`config.mk`:
```
export PLATFORM = sky130hd
export DESIGN_NAME = inst_fetch_ctrl_flat
export DESIGN_NICKNAME = d
export VERILOG_FILES = /design/src/rtl/mips_fetch_pkg.sv /design/src/rtl/inst_fetch_ctrl_if.sv /design/src/rtl/fetch_fifo.sv /design/src/rtl/inst_fetch_ctrl.sv /design/src/flat_wrapper.sv
export SDC_FILE = /design/constraint.sdc
export NUM_CORES = 1
export LEC_CHECK = 0
export ABC_AREA = 1
export ABC_CLOCK_PERIOD_IN_PS = 8400
export CORE_MARGIN = 2
export CORE_UTILIZATION = 32
export CTS_BUF_LIST = sky130_fd_sc_hd__clkbuf_4 sky130_fd_sc_hd__clkbuf_8
export DETAILED_ROUTE_END_ITERATION = 7
export GPL_TIMING_DRIVEN = 0
export HOLD_SLACK_MARGIN = 0.02
export PLACE_DENSITY = 0.56
export SLEW_MARGIN = 20
export SYNTH_ARGS = -nofsm -noshare
export SYNTH_HDL_FRONTEND = slang
export SYNTH_SLANG_ARGS = --single-unit
```
`constraint.sdc`:
```
create_clock -name clk -period 8.4 [get_ports clk]
set_clock_uncertainty 0.05 [all_clocks]
set_input_delay 0.84 -clock clk [delete_from_list [all_inputs] [get_ports clk]]
set_output_delay 0.84 -clock clk [all_outputs]
set_load 0.01 [all_outputs]
```
`src/rtl/mips_fetch_pkg.sv`:
```
// mips_fetch_pkg: shared types and constants for the instruction fetch sequencer
package mips_fetch_pkg;
  typedef enum logic [1:0] {IDLE, RUN, HALT} fetch_state_t;
  localparam logic [31:0] NULL_OP = 32'h0;
  localparam logic [31:0] RESET_PC_DEF = 32'h0040_0000;
  typedef struct packed {
    logic [31:0] pc;
    logic [31:0] instr;
  } fetch_entry_t;
endpackage

```
`src/rtl/inst_fetch_ctrl_if.sv`:
```
// inst_fetch_ctrl_if: instruction memory bus plus decode-side instruction stream
interface inst_fetch_ctrl_if;
  logic        imem_req;
  logic [29:0] imem_addr;
  logic        imem_rvalid;
  logic [31:0] imem_rdata;
  logic        inst_valid;
  logic        inst_ready;
  logic [31:0] inst_data;
  logic [31:0] inst_pc;
  modport master (
    output imem_req, imem_addr, inst_valid, inst_data, inst_pc,
    input  imem_rvalid, imem_rdata, inst_ready
  );
  modport slave (
    input  imem_req, imem_addr, inst_valid, inst_data, inst_pc,
    output imem_rvalid, imem_rdata, inst_ready
  );
endinterface

```
`src/rtl/fetch_fifo.sv`:
```
// fetch_fifo: prefetch buffer of {pc, instr} entries; flush wins over push
module fetch_fifo
  import mips_fetch_pkg::*;
#(
  parameter int DEPTH = 2
) (
  input  logic                   clk,
  input  logic                   rst_n,
  input  logic                   push,
  input  logic                   pop,
  input  logic                   flush,
  input  fetch_entry_t           din,
  output fetch_entry_t           head,
  output logic                   full,
  output logic                   empty,
  output logic [$clog2(DEPTH):0] count
);
  localparam int AW = $clog2(DEPTH);
  localparam int CW = AW + 1;
  fetch_entry_t mem [DEPTH];
  logic [AW-1:0] rd, wr;
  logic do_push, do_pop;
  assign do_pop  = pop & ~empty;
  assign do_push = push & (~full | do_pop);
  assign full    = count == CW'(DEPTH);
  assign empty   = count == '0;
  assign head    = mem[rd];
  // a pop coinciding with flush is simply absorbed by the pointer clear
  always_ff @(posedge clk or negedge rst_n)
    if (!rst_n) begin
      rd    <= '0;
      wr    <= '0;
      count <= '0;
    end else if (flush) begin
      rd    <= '0;
      wr    <= '0;
      count <= '0;
    end else begin
      rd    <= rd + AW'(do_pop);
      wr    <= wr + AW'(do_push);
      count <= count + CW'(do_push) - CW'(do_pop);
    end
  always_ff @(posedge clk)
    if (do_push && !flush) mem[wr] <= din;
endmodule

```
`src/rtl/inst_fetch_ctrl.sv`:
```
// inst_fetch_ctrl: fetch PC sequencer with single outstanding request, redirect flush and null-op halt
module inst_fetch_ctrl
  import mips_fetch_pkg::*;
#(
  parameter logic [31:0] RESET_PC   = RESET_PC_DEF,
  parameter int          FIFO_DEPTH = 2
) (
  input  logic                 clk,
  input  logic                 rst_n,
  input  logic                 start,
  inst_fetch_ctrl_if.master    bus,
  input  logic                 redirect_valid,
  input  logic [31:0]          redirect_pc,
  output logic                 halted,
  output logic [31:0]          halt_pc
);
  localparam int CW = $clog2(FIFO_DEPTH) + 1;
  fetch_state_t state, state_nx;
  logic [31:0] fetch_pc, req_pc;
  logic outstanding, drop;
  logic resp, redir, accept, null_hit, push, pop, req;
  fetch_entry_t din, head;
  logic full, empty;
  logic [CW-1:0] count;
  assign resp     = bus.imem_rvalid & outstanding;
  assign redir    = redirect_valid & (state != HALT);
  assign accept   = resp & ~drop & ~redir & (state == RUN);
  assign null_hit = accept & (bus.imem_rdata == NULL_OP);
  assign pop      = bus.inst_valid & bus.inst_ready;
  assign push     = accept & ~null_hit & (~full | pop);
  assign din      = '{pc: req_pc, instr: bus.imem_rdata};
  always_ff @(posedge clk or negedge rst_n)
    if (!rst_n) state <= IDLE;
    else state <= state_nx;
  always_comb
    state_nx = (state == IDLE && start) ? RUN : (null_hit ? HALT : state);
  always_comb begin
    req            = (state == RUN) && !outstanding && (count < CW'(FIFO_DEPTH)) && !redirect_valid;
    bus.imem_req   = req;
    bus.imem_addr  = fetch_pc[31:2];
    bus.inst_valid = ~empty;
    bus.inst_data  = empty ? '0 : head.instr;
    bus.inst_pc    = empty ? '0 : head.pc;
  end
  // a response racing a redirect is discarded; one still in flight is marked for dropping
  always_ff @(posedge clk or negedge rst_n)
    if (!rst_n) begin
      fetch_pc    <= RESET_PC;
      req_pc      <= '0;
      outstanding <= 1'b0;
      drop        <= 1'b0;
      halted      <= 1'b0;
      halt_pc     <= '0;
    end else begin
      if (req) begin
        outstanding <= 1'b1;
        req_pc      <= fetch_pc;
      end else if (resp) outstanding <= 1'b0;
      if (resp) drop <= 1'b0;
      else if (redir && outstanding) drop <= 1'b1;
      if (redir) fetch_pc <= {redirect_pc[31:2], 2'b00};
      else if (push) fetch_pc <= req_pc + 32'd4;
      if (null_hit) begin
        halted  <= 1'b1;
        halt_pc <= req_pc;
      end
    end
  fetch_fifo #(.DEPTH(FIFO_DEPTH)) u_fifo (
    .clk   (clk),
    .rst_n (rst_n),
    .push  (push),
    .pop   (pop),
    .flush (redir),
    .din   (din),
    .head  (head),
    .full  (full),
    .empty (empty),
    .count (count)
  );
endmodule

```
`src/flat_wrapper.sv`:
```
// flat-port wrapper written by rule: the top's interface ports become plain ports
module inst_fetch_ctrl_flat import mips_fetch_pkg::*;
#(
  parameter logic [31:0] RESET_PC   = RESET_PC_DEF,
  parameter int          FIFO_DEPTH = 2
)
  (clk, rst_n, start, redirect_valid, redirect_pc, halted, halt_pc, bus_imem_req, bus_imem_addr, bus_inst_valid, bus_inst_data, bus_inst_pc, bus_imem_rvalid, bus_imem_rdata, bus_inst_ready);
  inst_fetch_ctrl_if bus_i ();
  input  logic clk;
  input  logic rst_n;
  input  logic start;
  input  logic redirect_valid;
  input  logic [31:0] redirect_pc;
  output logic halted;
  output logic [31:0] halt_pc;
  output wire logic [$bits(bus_i.imem_req)-1:0] bus_imem_req;
  output wire logic [$bits(bus_i.imem_addr)-1:0] bus_imem_addr;
  output wire logic [$bits(bus_i.inst_valid)-1:0] bus_inst_valid;
  output wire logic [$bits(bus_i.inst_data)-1:0] bus_inst_data;
  output wire logic [$bits(bus_i.inst_pc)-1:0] bus_inst_pc;
  input wire logic [$bits(bus_i.imem_rvalid)-1:0] bus_imem_rvalid;
  input wire logic [$bits(bus_i.imem_rdata)-1:0] bus_imem_rdata;
  input wire logic [$bits(bus_i.inst_ready)-1:0] bus_inst_ready;
  assign bus_imem_req = bus_i.imem_req;
  assign bus_imem_addr = bus_i.imem_addr;
  assign bus_inst_valid = bus_i.inst_valid;
  assign bus_inst_data = bus_i.inst_data;
  assign bus_inst_pc = bus_i.inst_pc;
  assign bus_i.imem_rvalid = bus_imem_rvalid;
  assign bus_i.imem_rdata = bus_imem_rdata;
  assign bus_i.inst_ready = bus_inst_ready;
  inst_fetch_ctrl #(.RESET_PC(RESET_PC), .FIFO_DEPTH(FIFO_DEPTH)) u_core (.clk(clk), .rst_n(rst_n), .start(start), .bus(bus_i), .redirect_valid(redirect_valid), .redirect_pc(redirect_pc), .halted(halted), .halt_pc(halt_pc));
endmodule
```
After elaboration in Yosys (flattened, before gate mapping)
Memory sizes are Yosys's and may differ from the RTL's.
Index checks and enable logic that the tools add are counted.

storage, ports and cells
  memories = 1
  bits in registers = 105
  output and inout port bits = 129
  word-level logic and storage cells = 69
  bits of input ports = 70
  bits in writable memories = 128

operators by class
  magnitude comparators = 1
  multiplexer cells = 15
  bitwise gates (word level) = 18
  reduce and logical (&&, ||, !) cells = 16
  eq/ne operators = 3
  add/subtract/negate cells = 5

memory list
  memory             depth  width  rd ports  clocked after memory_dff  wr ports  line              text
  u_core.u_fifo.mem  2      64     1         0                         1         fetch_fifo.sv:20  fetch_entry_t mem [DEPTH];

operators with widths
  operator                                        number
  2-to-1 mux 32 bit                               4
  adder 32 x 3 -> 32 bit (second input constant)  1
  zero test 32 bit                                1
  AND 1 bit                                       11
  2-to-1 mux 1 bit                                8
  nonzero test 2 bit                              4
  logical AND 1 bit                               6
  2-to-1 mux 2 bit                                3
  NOT 1 bit                                       5
  zero test 2 bit                                 2
  zero test 1 bit                                 3
  adder 1 bit                                     2
  adder 2 x 1 -> 2 bit                            1
  == test 2 x 1 -> 1 bit (second input constant)  1
  == test 2 bit (second input constant)           1
  < comparator 2 bit (second input constant)      1
  inequality test 2 bit (second input constant)   1
  OR 1 bit                                        2
  subtractor 2 x 1 -> 2 bit                       1

Logic depth before layout (Yosys ltp)
Gate-level depths: netlist of the first run.

  depth in word-level cells = 13
  gate-level depth with buffers = 11
  mapped depth without buffers = 10

Modules after synthesis
Synthesis of the first run repeated with hierarchy kept, for this count alone.

second synthesis, totals
  cell total of the unflattened synthesis = 1,110
  area, all modules = 10,913.0 sq um

modules (own cells, without submodules)
  module           instances  cells an instance  area an instance (sq um)  sequential area each (sq um)
  inst_fetch_ctrl  1          873                5,888.1                   2,528.7
  fetch_fifo       1          237                5,024.8                   3,943.8

Worst setup path before layout of the first run
OpenSTA, ideal clock, no wires.

  path type = input to register
  start = in bus_imem_rvalid
  end = mem u_core.u_fifo.mem[0][0] (netlist bit), enable pin
  required time = 7.864 ns
  library setup time = 0.486 ns
  stages on the path = 7
  path buffers = 1
  arrival time = 4.094 ns
  slack = 3.769 ns
  cells stage by stage = nand2_1 -> inv_1 -> nand3_1 -> nor2_2 -> o21ai_2 -> buf_2 -> nor2_1

on the way
  cells in the longest elaborated chain, start to end = 12

ends and longest elaborated chain
  item                                      line                   text
  start: declaration                        flat_wrapper.sv:21     input wire logic [$bits(bus_i.imem_rvalid)-1:0] bus_imem_rvalid;
  AND 1 bit *                               inst_fetch_ctrl.sv:25  assign resp = bus.imem_rvalid & outstanding;
  AND 1 bit * (3 in a row)                  inst_fetch_ctrl.sv:27  assign accept = resp & ~drop & ~redir & (state == RUN);
  AND 1 bit                                 inst_fetch_ctrl.sv:28  assign null_hit = accept & (bus.imem_rdata == NULL_OP);
  NOT 1 bit                                 inst_fetch_ctrl.sv:30  assign push = accept & ~null_hit & (~full | pop);
  AND 1 bit * (2 in a row)                  inst_fetch_ctrl.sv:30
  AND 1 bit *                               fetch_fifo.sv:24       assign do_push = push & (~full | do_pop);
  logical AND 1 bit *                       fetch_fifo.sv:44       if (do_push && !flush) mem[wr] <= din;
  2-to-1 mux 1 bit *                        fetch_fifo.sv:44
  2-to-1 mux 1 bit (implied by the code) *  fetch_fifo.sv:44
  end: declaration                          fetch_fifo.sv:20

Every way passes the cells marked *; elsewhere a longest branch is shown, timed or not.

Final worst setup path of the first run
  start = in redirect_valid
  end = out bus_imem_req

on the way
  cells in the longest elaborated chain, start to end = 2

ends and longest elaborated chain
  item                line                   text
  start: declaration  flat_wrapper.sv:12     input logic redirect_valid;
  zero test 1 bit     inst_fetch_ctrl.sv:38  req = (state == RUN) && !outstanding && (count < CW'(FIFO_DEPTH)) && !redirect_valid;
  logical AND 1 bit   inst_fetch_ctrl.sv:38
  end: declaration    flat_wrapper.sv:16     output wire logic [$bits(bus_i.imem_req)-1:0] bus_imem_req;

Every way passes these cells.

==> results of run 1 <==
==> through the flow <==
stage                util  cell area [sq um]  setup WS [ps]  instances
global placement    0.403              12700           1450       1647
detailed placement  0.409              12900           4680       1654
floorplan               -              10200           3770       1049
CTS                 0.436              13700           4670       1724
finish              0.436              13700           4680       1724
global route        0.436              13700           4590       1724
==> kinds of logic (layout without fill, tap and decap cells) <==
kind of cell,count (synthesis),count (layout),share of synthesized area
adder cells (fa/ha/maj),3,3,0.00368
flip-flops,233,233,0.634
XOR/XNOR,17,17,0.0146
AO/OA/AOI/OAI,126,126,0.0690
buffers and inverters,125,398,0.0646
AND/OR/NAND/NOR,545,545,0.214
==> cells in the final DEF (no fill, tap or decap), types with 8 or more instances in the layout <==
cell type / Yosys / routed
nand2_1: 379 / 379
clkdlybuf4s50_1: 0 / 195
edfxtp_1: 128 / 128
dfrtp_1: 104 / 104
nand3_1: 80 / 80
nor2_1: 74 / 72
a21oi_1: 64 / 64
clkbuf_8: 0 / 53
inv_1: 44 / 44
buf_4: 32 / 32
o21ai_0: 30 / 30
clkbuf_1: 18 / 18
o21ai_2: 18 / 18
xor2_1: 15 / 15
buf_2: 14 / 14
o21ai_1: 12 / 12
clkbuf_4: 0 / 10
buf_6: 7 / 8
==> final timing paths <==
check	startpoint	to	slack, ps	cells after the start
hold reg to reg	u_core.halted	u_core.halted	420	1
max in group asynchronous	rst_n	u_core.u_fifo.rd	7460	2
min in group clk	u_core.halted	u_core.halted	420	1
setup reg to reg	u_core.state[1]	u_core.u_fifo.mem[0][1]	5880	8
hold / removal	rst_n	u_core.halt_pc[12]	170	1
setup / recovery	redirect_valid	bus_imem_req	4680	6
==> area by class of cell <==
class,instances,share of cell area
Clock buffer,63,0.0586
Multi-Input combinational cell,691,0.225
Timing Repair Buffer,203,0.156
Clock inverter,7,0.00437
Tap cell,402,0.0366
Inverter,48,0.0131
Sequential cell,233,0.471
Buffer,77,0.0349
==> where the power goes <==
part	internal, mW	switching [mW]	leakage, nW
clock	0.636	0.452	0.456
sequential	1.22	0.0182	2.25
combinational	0.393	0.444	3.08
==> flip-flops by register name (all words and copies together) (netlist names), 2 cells and up <==
signal               cells
u_core.halt_pc          32
u_core.u_fifo.count      2
u_core.fetch_pc         32
u_core.req_pc           32
u_core.u_fifo.mem      128
u_core.state             2
==> worst reg2reg max path: cells and delay by family, from the launching register on <==
family                 cells  cell delay (ps)
and+or+nand+nor            4             1030
buffers and inverters      3              620
DFF                        1              400
AOI/OAI and AO/OA          1              100
==> metal layers <==
metal	track usage	part of all wire	routed length [microns]
met5	0	0	0
met4	0.0510	0.022	639
met3	0.0359	0.068	2010
met2	0.289	0.46	13600
met1	0.243	0.45	13200
==> results.yml, run 1 <==
run_status:
  status: "completed"
cells_and_area:
  fin_nets: 1368
  syn_to_final_growth_pct: 34.5
  drive_gt1_frac: 0.124
  n_antenna_cell: 0
  register_area_sq_um: 6470
  fillers: 3042
  multi_input_area_sq_um: 3090
cts:
  post-cts-setup-buffers: 0
  clockBufferDepth: 3
  clk_latency_ps: 550
  cts_buffers: 41
  cts-root-buf: "clkbuf_8"
  post_cts_resized: 0
  cts_htree_levels: 2
  cts_sinks: 233
  cts_hold_buf: 0
  cts_tree: "yes"
  clk_pin_slew_ps: 60
detailed_routing:
  via_per_inst: 4.62
  dr.pass1.iters: 4
  drtAntennaViolNets: 0
  routed_wl_microns: 29500
  drc: 0
  wl_per_cell_microns: 17.1
  drt-initial-drc-count: 519
  vias: 7958
grt:
  grt_pass1_vias: 7975
  grt_pass1_wl_microns: 45100
  track_usage: 0.178
  grt_max_degree: 67
  antenna_found_initial: 0
  grt-ovfl-total: 0
sta:
  fmax_mhz: 269
  hold_viol: 0
  min_period_over_period: 0.443
  max_slew_margin: 0.526
  min_period_ps: 3720
  rsz0062_at_grt: "no"
  maxSlewViolCount: 0
  tns_ps: 0
  worst_slew_pin_slew_ps: 709
  setup_violations: 0
  hold_slack_ps: 166
synthesis:
  synth.distinct_cells: 29
  synth_top_area_cell: "edfxtp_1"
  synth.most_common_cell: "nand2_1"
  synth_nets: 1122
  syn_area_sq_um: 10200
  synthArstFlopShare: 0.451
  syn_area_per_cell_sq_um: 9.73
  synth_seq_area_share: 0.634
  netlist.area_leader.share: 0.376
  synthTopCellsByArea: "edfxtp_1 (38%), dfrtp_1 (25%), nand2_1 (14%), nand3_1 (3.9%), a21oi_1 (3.1%)"
  synth_edf_count: 128
  ys.flop_type: "edfxtp_1"
  ys_ff_latch: 233
  synth_cells: 1049
  synthTopCellsByCount: "nand2_1 (379), edfxtp_1 (128), dfrtp_1 (104)"
  ys_warn_count: 0
worst_setup_path:
  cp-start-kind: "input port"
  critical_path.top_delay_family: "buffers and inverters"
  crit_arrival_ps: 2830
  cp.required_ps: 7510
  slowest_delay_ps: 590
  critPathSlowestCell: "clkdlybuf4s50_1"
  crit_chain: "clkdlybuf4s50_1 > nor2_1 > nand3_1 > clkinv_1 > buf_2 > clkdlybuf4s50_1"
  path_class: "in -> out"
  crit_top_cell: "clkdlybuf4s50_1"
  cp_max_fo: 10
  worst-path-buf-inv: 4
  worstSetupEndpointType: "output port"
floorplan:
  start_util: 0.324
  die_y_microns: 183
  chipWidth_microns: 183
  rows: 65
  die_area_sq_um: 33400
  ios: 199
  core_sq_um: 31500
place:
  gp_congestion: 0.938
  dpl.hpwl_microns: 21700
  portBuffers: 196
power_and_ir_drop:
  finalPower_mw: 3.17
  leakage_nw: 5.78
  p_per_area_nw_per_um2: 230
  irDropWorstVdd_v: 0.0000904
min_path:
  worstHoldPathType: "in -> async"
flow_run:
  drv_cap: 0
Power figures use the tool's default switching activity.
==> inputs of run 2 (changes only) <==
ABC_CLOCK_PERIOD_IN_PS = 3750   (was 8400)
clock period = 3.75 ns   (was 8.4 ns; I/O delays follow)
==> run 2 against run 1 <==
Effect of this change: global-route usage hardly changed; clock power is 120% higher; die area stayed put; non-clock buffer count is 1 higher; utilization hardly changed; via count hardly changed; combinational power is 120% higher; routed wire length hardly changed; largest power group unchanged.
==> results.yml, run 2 (synthesis gave the netlist of run 1 again) <==
run_status:
  status: "completed"
worst_setup_path:
  worstSetupEndpointType: "output port"
  crit_chain: "nor2_1 > clkbuf_1 > buf_2 > a21oi_1 > clkdlybuf4s50_1"
  rr_startpoint: "u_core.state[1]"
  critPathSlowestCell: "clkdlybuf4s50_1"
  slowest_delay_ps: 490
  path_class: "reg -> out"
  startpoint: "u_core.u_fifo.count[1]"
  cp-start-kind: "flip-flop"
  cp_max_fo: 10
  crit_arrival_ps: 2580
  cp.required_ps: 3320
  rrSetupSlack_ps: 1230
cts:
  cts_sinks: 233
  clk_latency_ps: 550
  clk_pin_slew_ps: 60
  cts_hold_buf: 1
  cts-root-buf: "clkbuf_8"
  cts_buffers: 41
  cts_htree_levels: 2
  post-cts-setup-buffers: 0
  cts_tree: "yes"
  post_cts_resized: 0
  clockBufferDepth: 3
cells_and_area:
  largest_reg_flops: 128
  final_cell_mix: "nand2_1 (379), clkdlybuf4s50_1 (195), edfxtp_1 (128), dfrtp_1 (104), nand3_1 (80)"
  regMostFlops: "u_core.u_fifo.mem"
  syn_to_final_growth_pct: 34.6
  drive_gt1_frac: 0.124
  fin_nets: 1369
  layout_commonest_cell: "nand2_1"
  fin_cells: 1725
  n_antenna_cell: 0
sta:
  setup_violations: 0
  hold_viol: 0
  fin_ws_ps: 740
  max_slew_margin: 0.525
  tns_ps: 0
  rsz0062_at_grt: "no"
  min_period_over_period: 0.803
  worst_slew_pin_slew_ps: 711
  min_period_ps: 3010
  maxSlewViolCount: 0
  fmax_mhz: 332
detailed_routing:
  wl_per_cell_microns: 17.1
  drt-initial-drc-count: 507
  drtAntennaViolNets: 0
  vias: 7959
  dr.pass1.iters: 5
  routed_wl_microns: 29500
  via_per_inst: 4.61
  drc: 0
floorplan:
  die_area_sq_um: 33400
  core_sq_um: 31500
  chipWidth_microns: 183
  start_util: 0.324
  rows: 65
  ios: 199
  die_y_microns: 183
power_and_ir_drop:
  irDropWorstVdd_v: 0.000202
  leakage_nw: 5.78
  p_per_area_nw_per_um2: 516
  finalPower_mw: 7.09
min_path:
  worstHoldPathType: "in -> async"
grt:
  antenna_found_initial: 0
  grt_pass1_wl_microns: 45100
  grt-ovfl-total: 0
  grt_max_degree: 67
  grt_pass1_vias: 7969
  track_usage: 0.178
place:
  pre_cts_slack_ps: 716
  dpl.hpwl_microns: 21700
  portBuffers: 196
  gp_congestion: 0.938
  dp.cells: 1654
flow_run:
  drv_cap: 0
[run 2: cell count changes in the layout (fill, tap and decap cells not counted), sizes merged]
cell	delta
dlygate4sd3	+1
[run 2: final timing paths]
| kind | cells past startpoint | end |
|---|---|---|
| max | 5 | bus_inst_pc[23] |
| min | 2 | u_core.halt_pc[12] |
| max reg2reg | 8 | u_core.u_fifo.mem[0][6] |
| min reg2reg | 1 | u_core.halted |
| max in group asynchronous | 3 | u_core.fetch_pc[22] |
| min in group clk | 3 | u_core.fetch_pc[9] |
[run 2: stage by stage]
| stage | cell area [sq um] | hold slack [ps] | utilization |
|---|---|---|---|
| 2_1_floorplan | 10200 | 29.4 | - |
| 3_3_place_gp | 12700 | 402 | 0.403 |
| 3_5_place_dp | 12900 | 269 | 0.409 |
| 4_1_cts | 13700 | 245 | 0.437 |
| 5_1_grt | 13700 | 273 | 0.437 |
| 6_report | 13700 | 265 | 0.437 |
[run 2: layer usage]
metal	vias up	global-route usage	wire [microns]
li1	3921	-	-
met1	3714	0.242	13300
met2	280	0.289	13600
met3	44	0.0359	1880
met4	0	0.0510	637
met5	-	0	0
[run 2: final cells by class]
cell class / instances / area, sq um
timing repair buffer: 204 / 2150
fill: 3043 / 17700
inverter: 48 / 180
buffer: 77 / 479
clock inverter: 7 / 60.1
sequential: 233 / 6470
tap: 402 / 503
multi-input combinational: 691 / 3090
clock buffer: 63 / 805
[run 2: power breakdown]
part / leakage, nW / total [mW] / internal, mW / switching, mW
combinational: 3.08 / 1.87 / 0.882 / 0.993
clock: 0.456 / 2.44 / 1.43 / 1.01
sequential: 2.25 / 2.78 / 2.74 / 0.0405
[run 2: critical path, delay by kind of cell (launching register included)]
family,cells,cell delay (ps)
buffers and inverters,3,1290
flip-flops,1,430
AND/OR/NAND/NOR,1,230
AO/OA/AOI/OAI,1,90
==> inputs of run 3 (changes only) <==
ABC_CLOCK_PERIOD_IN_PS = 3130   (was 3750)
clock period = 3.13 ns   (was 3.75 ns; I/O delays follow)
==> run 3 against run 2 <==
Effect of this change: first-iteration DRC count decreased by 4.9%; worst hold slack got worse by 63 ps; clock power increased by 20%; routed wire length barely moved; non-clock buffer count unchanged; clock-buffer cell count unchanged; register-to-register slack got worse by 630 ps; combinational power increased by 20%; global-route usage is the same; worst setup slack lost 510 ps; final area about the same; sequential cell count did not move.
==> results.yml, run 3 (synthesis gave the netlist of run 1 again) <==
floorplan:
  die_y_microns: 183
  ios: 199
  die_area_sq_um: 33400
  rows: 65
  core_sq_um: 31500
  chipWidth_microns: 183
  start_util: 0.324
sta:
  hold_slack_ps: 203
  min_period_over_period: 0.925
  worst_slew_pin_slew_ps: 713
  setup_violations: 0
  fmax_mhz: 345
  maxSlewViolCount: 0
  min_period_ps: 2900
  tns_ps: 0
  hold_viol: 0
  max_slew_margin: 0.524
  rsz0062_at_grt: "no"
cells_and_area:
  syn_to_final_growth_pct: 34.6
  fin_nets: 1369
  largest_reg_flops: 128
  drive_gt1_frac: 0.125
  layout_commonest_cell: "nand2_1"
  n_antenna_cell: 0
  regMostFlops: "u_core.u_fifo.mem"
  final_cell_mix: "nand2_1 (379), clkdlybuf4s50_1 (195), edfxtp_1 (128), dfrtp_1 (104), nand3_1 (80)"
  post-route-util: 0.437
worst_setup_path:
  rrSetupSlack_ps: 600
  critPathSlowestCell: "clkdlybuf4s50_1"
  slowest_delay_ps: 580
  worstSetupEndpointType: "output port"
  cp-start-kind: "flip-flop"
  cp_max_fo: 10
  crit_arrival_ps: 2530
  cp.required_ps: 2770
  path_class: "reg -> out"
  crit_chain: "inv_1 > buf_2 > buf_1 > nand2_1 > a21oi_1 > clkdlybuf4s50_1"
grt:
  grt_pass1_vias: 7969
  track_usage: 0.178
  grt_pass1_wl_microns: 45100
  grt-ovfl-total: 0
  antenna_found_initial: 0
  grt_max_degree: 67
cts:
  cts_buffers: 41
  cts_htree_levels: 2
  clk_latency_ps: 550
  clockBufferDepth: 3
  cts_sinks: 233
  post-cts-setup-buffers: 0
  cts-root-buf: "clkbuf_8"
  cts_tree: "yes"
  clk_pin_slew_ps: 60
detailed_routing:
  drt-initial-drc-count: 482
  vias: 7965
  routed_wl_microns: 29500
  dr.pass1.iters: 5
  via_per_inst: 4.62
  drc: 0
  wl_per_cell_microns: 17.1
  drtAntennaViolNets: 0
power_and_ir_drop:
  power.switching_mw: 2.46
  irDropWorstVdd_v: 0.000242
  finalPower_mw: 8.50
  power.internal_mw: 6.05
  seqPwrFrac: 0.392
  clockPowerShare: 0.344
  p_per_area_nw_per_um2: 619
  p_sw_frac: 0.289
  leakage_nw: 5.79
  combPwrFrac: 0.265
place:
  portBuffers: 196
  gp_congestion: 0.938
  dpl.hpwl_microns: 21700
min_path:
  worstHoldPathType: "in -> async"
run_status:
  status: "completed"
flow_run:
  drv_cap: 0
run 3: cell counts in the layout (fill, tap and decap cells not counted):
No cell type changed its count.
run 3: repair_timing:
item	4_1_cts	5_1_grt
hold endpoints to repair	39	0
gates resized for setup	0	2
endpoints found under the setup margin	0	19
hold buffers	1	0
run 3: area by class of cell:
type	instances	area, sq um
plain buffers	77	480
clock buffers	63	805
clock inverters	7	60.1
fillers	3045	17700
inverters	48	180
multi-input cells	691	3090
flip-flops and latches	233	6470
well taps	402	503
repair buffers	204	2150
run 3: per-stage QoR:
stage	worst slack [ps]	std cells	cell area, sq um
CTS	39.8	1725	13700
floorplan	-1080	1049	10200
detailed placement	158	1654	12900
global route	16.8	1725	13700
finish	233	1725	13700
global placement	-3290	1647	12700
run 3: metal layers:
metal	track usage	wire length, microns	share of wire	vias up
met5	0	0	0	-
met1	0.242	13300	0.45	3716
met4	0.0510	637	0.022	0
li1	-	-	-	3922
met2	0.289	13700	0.46	283
met3	0.0359	1910	0.065	44
run 3: path summary, 6_finish.rpt:
kind	from	to	depth (start not counted)
min	rst_n	u_core.halt_pc[12]	2
max in group asynchronous	rst_n	u_core.fetch_pc[22]	3
min reg2reg	u_core.halted	u_core.halted	1
min in group clk	redirect_pc[9]	u_core.fetch_pc[9]	3
max reg2reg	u_core.state[1]	u_core.u_fifo.mem[0][6]	8
max	u_core.u_fifo.rd	bus_inst_pc[21]	6
run 3: worst max-delay path, delay by kind of cell, from the launching register on:
family	cells	cell delay, ps
compound gates	1	230
buf+inv	4	1290
simple gates	1	90
flops	1	380
run 3: power by group through the flow:
stage / Combinational (mW) / Sequential [mW] / Clock (mW)
after global placement: 2.28 / 3.39 / 0
after floorplan: 0.968 / 3.37 / 0
after CTS: 2.30 / 3.33 / 2.99
final: 2.25 / 3.33 / 2.92
after global routing: 2.49 / 3.33 / 3.14
after detailed placement: 2.29 / 3.39 / 0
